## src/rtl/scoreboard_display_receiver.sv

```systemverilog
// Receive side of the scoreboard scan bus: debounces each digit dwell, decodes it and
// republishes both scores after two identical complete frames. Optional macro: SCOREBOARD_RX_BLANK_ZERO_EN.
module scoreboard_display_receiver #(
  parameter int STABLE_CYCLES  = 2,
  parameter int TIMEOUT_CYCLES = 1024
) (
  input  logic       clk_i,
  input  logic       rst_i,
  input  logic [6:0] segments_i,
  input  logic [3:0] segment_select_i,
  output logic [7:0] p1_score_o,
  output logic [7:0] p2_score_o,
  output logic       valid_o,
  output logic       locked_o,
  output logic       error_o
);

  localparam int SW = $clog2(STABLE_CYCLES + 1) + 1;
  localparam int TW = $clog2(TIMEOUT_CYCLES + 1) + 1;
  localparam logic [SW-1:0] STABLE_W  = SW'(STABLE_CYCLES);
  localparam logic [TW-1:0] TIMEOUT_W = TW'(TIMEOUT_CYCLES);

  logic [3:0]    sel_q, sel_prev;
  logic [6:0]    seg_q, seg_prev;
  logic [SW-1:0] stab_cnt, stab_next;
  logic [TW-1:0] idle_cnt;
  logic [3:0]    digit_q [4];
  logic [3:0]    mask_q;
  logic [15:0]   prev_cand_q;
  logic          prev_valid_q;
  logic          pub_req_q;
  logic [15:0]   pub_cand_q;

  logic          one_hot;
  logic          same;
  logic          capture;
  logic [1:0]    slot;
  logic          is_tens;
  logic [3:0]    digit_val;
  logic          legal;
  logic [3:0]    mask_cap;
  logic [3:0]    d [4];
  logic [15:0]   cand;
  logic          complete;
  logic          idle_hit;

  assign one_hot = (sel_q != 4'd0) && ((sel_q & (sel_q - 4'd1)) == 4'd0);
  assign same    = ({sel_q, seg_q} == {sel_prev, seg_prev});
  assign is_tens = sel_q[3] | sel_q[1];

  // Dwell length in registered samples; a non-one-hot select never counts
  always_comb begin
    stab_next = '0;
    if (!one_hot)
      stab_next = '0;
    else if (!same)
      stab_next = SW'(1);
    else if (stab_cnt >= STABLE_W)
      stab_next = stab_cnt;
    else
      stab_next = stab_cnt + 1'b1;
  end

  assign capture  = one_hot && (stab_next == STABLE_W) && !(same && (stab_cnt == STABLE_W));
  assign idle_hit = !capture && (idle_cnt == TIMEOUT_W - 1'b1);

  always_comb begin
    slot = 2'd0;
    case (sel_q)
      4'b1000: slot = 2'd3;
      4'b0100: slot = 2'd2;
      4'b0010: slot = 2'd1;
      4'b0001: slot = 2'd0;
      default: slot = 2'd0;
    endcase
  end

  always_comb begin
    digit_val = 4'd0;
    legal     = 1'b1;
    case (seg_q)
      7'h7E: digit_val = 4'd0;
      7'h30: digit_val = 4'd1;
      7'h6D: digit_val = 4'd2;
      7'h79: digit_val = 4'd3;
      7'h33: digit_val = 4'd4;
      7'h5B: digit_val = 4'd5;
      7'h5F: digit_val = 4'd6;
      7'h70: digit_val = 4'd7;
      7'h7F: digit_val = 4'd8;
      7'h7B: digit_val = 4'd9;
`ifdef SCOREBOARD_RX_BLANK_ZERO_EN
      // Leading-zero suppression on a tens digit reads as zero
      7'h00: legal = is_tens;
`else
      7'h00: legal = 1'b0;
`endif
      default: legal = 1'b0;
    endcase
  end

  // Re-capturing a slot already in the frame starts a fresh frame from that slot
  always_comb begin
    mask_cap = mask_q[slot] ? (4'b0001 << slot) : (mask_q | (4'b0001 << slot));
    for (int i = 0; i < 4; i++)
      d[i] = (slot == 2'(i)) ? digit_val : digit_q[i];
    cand[15:8] = 8'(d[3]) * 8'd10 + 8'(d[2]);
    cand[7:0]  = 8'(d[1]) * 8'd10 + 8'(d[0]);
    complete   = legal && (mask_cap == 4'hF);
  end

  always_ff @(posedge clk_i) begin
    if (rst_i) begin
      sel_q        <= '0;
      seg_q        <= '0;
      sel_prev     <= '0;
      seg_prev     <= '0;
      stab_cnt     <= '0;
      idle_cnt     <= '0;
      for (int i = 0; i < 4; i++)
        digit_q[i] <= '0;
      mask_q       <= '0;
      prev_cand_q  <= '0;
      prev_valid_q <= 1'b0;
      pub_req_q    <= 1'b0;
      pub_cand_q   <= '0;
      p1_score_o   <= '0;
      p2_score_o   <= '0;
      valid_o      <= 1'b0;
      locked_o     <= 1'b0;
      error_o      <= 1'b0;
    end else begin
      sel_q     <= segment_select_i;
      seg_q     <= segments_i;
      sel_prev  <= sel_q;
      seg_prev  <= seg_q;
      stab_cnt  <= stab_next;
      valid_o   <= 1'b0;
      error_o   <= 1'b0;
      pub_req_q <= 1'b0;

      if (capture) begin
        idle_cnt <= '0;
        if (!legal) begin
          error_o <= 1'b1;
          mask_q  <= '0;
        end else begin
          digit_q[slot] <= digit_val;
          if (complete) begin
            mask_q       <= '0;
            prev_cand_q  <= cand;
            prev_valid_q <= 1'b1;
            pub_req_q    <= prev_valid_q && (prev_cand_q == cand);
            pub_cand_q   <= cand;
          end else begin
            mask_q <= mask_cap;
          end
        end
      end else if (idle_hit) begin
        // Scan lost: forget frame history but keep showing the last scores
        idle_cnt     <= TIMEOUT_W;
        mask_q       <= '0;
        prev_cand_q  <= '0;
        prev_valid_q <= 1'b0;
        locked_o     <= 1'b0;
      end else if (idle_cnt != TIMEOUT_W) begin
        idle_cnt <= idle_cnt + 1'b1;
      end

      if (pub_req_q) begin
        locked_o <= 1'b1;
        if (pub_cand_q != {p1_score_o, p2_score_o}) begin
          p1_score_o <= pub_cand_q[15:8];
          p2_score_o <= pub_cand_q[7:0];
          valid_o    <= 1'b1;
        end
      end
    end
  end

endmodule

```

## config.mk

```make
export PLATFORM = sky130hd
export DESIGN_NAME = scoreboard_display_receiver
export DESIGN_NICKNAME = d
export VERILOG_FILES = /design/src/rtl/scoreboard_display_receiver.sv
export SDC_FILE = /design/constraint.sdc
export NUM_CORES = 1
export LEC_CHECK = 0
export CORE_AREA = 3 3 116 118
export DETAILED_ROUTE_END_ITERATION = 12
export DIE_AREA = 0 0 119 121
export RECOVER_POWER = 100
export SYNTH_ARGS = -nofsm -noshare
export SYNTH_HDL_FRONTEND = slang
export SYNTH_SLANG_ARGS = --single-unit
```

## constraint.sdc

```tcl
create_clock -name clk_i -period 5 [get_ports clk_i]
set_input_delay 1 -clock clk_i [delete_from_list [all_inputs] [get_ports clk_i]]
set_output_delay 1 -clock clk_i [all_outputs]
set_load 0.02 [all_outputs]
```

==> impl_metrics.tcl <==
set metrics [dict create \
    hold_violations 0 \
    dp_hpwl_microns 8220 \
    diodes 0 \
    async_reset_ff_share_pct 0 \
    ctsResizeCount 0 \
    syn_to_final_growth_pct 13.7 \
    place.gp.congestion 0.816 \
    tns_ns 0 \
    synth_nets 624 \
    nets 640 \
    powerDensity_mw_per_mm2 302 \
    cts.path.max_buffers 2 \
    htreeDepth 3 \
    antenna_found_initial 0 \
    wl_met3_microns 354 \
    via_count 4127 \
    drt_iter0_drc 227 \
    stdcell_count 782 \
    totalPowerFinal_mw 1.91 \
    coreArea_sq_mm 0.0126 \
    ys_seq_area_share_pct 42.5 \
    post-cts-setup-buffers 0 \
    status "complete, but fails checks" \
    rsz0062_at_grt "no" \
    cap_violations 1 \
    internal_power_mw 1.49 \
    start_kind "register" \
    worst_pin_slew_ns 2.94 \
    drive_gt1_share_pct 3.93 \
    synth_edf_count 16 \
    pwr-share-seq_pct 48.7 \
    finalClockSkew_ns 0.00810 \
    fill_cells 1201 \
    p_clk_share_pct 42.3 \
    synth-main-ff-cell "dfxtp_1" \
    final_util_pct 50.3 \
    syn_avg_cell_area_sq_um 9.45 \
    cts.sinks 110 \
    critPathKind "register to register" \
    finalSetupViolCount 0 \
    slew_headroom_pct -95.8 \
    p_sw_share_pct 22.3 \
    tritoncts.num_buffers 9 \
    min_period_ns 4.45 \
    firstDrtPassIters 4 \
    syn-instance-count 589 \
    final_cell_mix "94 x dfxtp_1, 70 x nor2_1, 37 x xor2_1" \
    finalMaxSlewViolations 67 \
    die_h_microns 121 \
    grt-ovfl-total 0 \
    synth.area.top_cells "dfxtp_1 34%, edfxtp_1 8.6%, xor2_1 5.8%, mux2i_1 5.8%, nor2_1 4.7%" \
    numPortBuffers 31 \
    hold_slack_ns 0.486 \
    synth_warnings 0 \
    synth_top_area_cell "dfxtp_1" \
    cts_root_buffer "clkbuf_16" \
    worstPathRequired_ns 5.30 \
    die_w_microns 119 \
    fmaxAchievable_mhz 225 \
    cts_tree "yes" \
    grt_max_degree 67 \
    grt_pass1_wl_microns 19100 \
    cp.arrival_ns 4.74 \
    final_common_cell "dfxtp_1" \
    violations "max-capacitance violations, max-slew violations" \
    combPwrFrac_pct 9.0 \
    crit_fanout 11 \
    start_util_pct 44.3 \
    grt_pass1_vias 3853 \
    synthesis.area_sq_mm 0.00556 \
    drc 0 \
    synth_cell_types 60 \
    via_per_inst 5.28 \
    wl_microns 11300 \
    drt-wirelength-per-cell_microns 14.4 \
    end_kind "register" \
    row_count 41 \
    clock_latency_ns 0.35 \
    max-vdd-ir-drop_mv 0.147 \
    cts.clk_slew.worst_paths_ns 0.07 \
    cts_hold_buf 0 \
    p_switching_mw 0.426 \
    grt_use_total_pct 16.4 \
    ant_nets 0 \
    synth_top_area_share_pct 33.8 \
    ios 32 \
    post-route-period-util_pct 88.9 \
    placedCellCount 766 \
    wl_met1_microns 5550 \
    dr.max_layer_used "met4" \
    dieArea_sq_mm 0.0144 \
    min_path_type "register to register" \
    total_leakage_power_nw 2.58 \
    ys_ff_latch 110 \
    wl_met2_microns 5150 \
]
[critical path: stages, from the launching register on]
cell,delay (ns)
dfxtp_1,0.52
or3b_1,0.41
nor3_1,0.21
a32o_1,0.23
nand2_1,0.16
o21ai_0,0.38
ha_1,0.32
ha_1,0.21
inv_1,0.07
fa_1,0.44
nand2b_1,0.18
a21oi_1,0.33
a311oi_1,0.16
xor2_1,0.18
nor3_1,0.20
o2111ai_1,0.13
and4b_1,0.27
[per-stage QoR]
stage	area [sq um]	worst slack, ns
final	6320	0.553
after global routing	6320	0.207
after CTS	6330	0.568
after detailed placement	5990	0.574
after global placement	5990	0.821
after floorplan	5560	1.14
[routing by layer]
metal,vias to the layer above,track usage [%]
met5,-,0
met1,1949,22.0
met4,0,6.59
li1,2091,-
met2,73,26.5
met3,14,2.61
[flip-flops by register name, indices dropped and copies added (netlist names)]
signal / flops
digit_q: 16
prev_cand_q: 16
pub_cand_q: 16
idle_cnt: 12
p1_score_o: 8
p2_score_o: 8
seg_prev: 7
seg_q: 7
mask_q: 4
sel_prev: 4
sel_q: 4
stab_cnt: 3
error_o: 1
locked_o: 1
prev_valid_q: 1
pub_req_q: 1
valid_o: 1
[power by group through the flow]
stage	clock network [mW]	registers, mW	logic [mW]
finish	0.809	0.931	0.172
floorplan	0	0.938	0.140
detailed placement	0	0.951	0.173
global route	0.856	0.934	0.193
global placement	0	0.950	0.171
CTS	0.830	0.931	0.174
[Yosys cell counts, types with 5 or more instances]
| library cell | instances |
|---|---|
| dfxtp_1 | 94 |
| nor2_1 | 70 |
| xor2_1 | 37 |
| mux2i_1 | 32 |
| nand2_1 | 31 |
| xnor2_1 | 27 |
| nor2b_1 | 25 |
| nor3_1 | 23 |
| clkbuf_1 | 20 |
| inv_1 | 20 |
| ha_1 | 18 |
| o21ai_0 | 17 |
| edfxtp_1 | 16 |
| a21oi_1 | 15 |
| a22o_1 | 12 |
| buf_2 | 10 |
| nand3_1 | 10 |
| a211oi_1 | 9 |
| nor4_1 | 8 |
| nor4b_1 | 7 |
| nand2b_1 | 6 |
| o21a_1 | 6 |
| o2bb2ai_1 | 6 |
| nand4_1 | 5 |
[final timing paths]
check        cells after the start  slack, ns         endpoint            start
min                              1       0.49  prev_cand_q[10]  prev_cand_q[10]
min reg2reg                      1       0.49  prev_cand_q[10]  prev_cand_q[10]
max reg2reg                     16       0.55        pub_req_q         seg_q[5]
max                             16       0.55        pub_req_q         seg_q[5]
[logic make-up after synthesis]
kind of cell	Yosys count	synth area share (%)
compound gates	97	12.5
xor+xnor	64	10.1
fa+ha+maj	22	5.49
buf+inv	52	3.80
flops	110	42.5
mux	32	5.76
simple gates	212	19.9
[layout make-up]
class	count	area (sq um)	area share, %
clock inverters	4	93.8	1.48
repair buffers	37	342	5.40
clock buffers	12	246	3.90
multi-input cells	427	2990	47.3
flip-flops and latches	110	2360	37.3
inverters	20	75.1	1.19
well taps	172	215	3.40
Note: power is estimated with default switching activity, not from simulation.
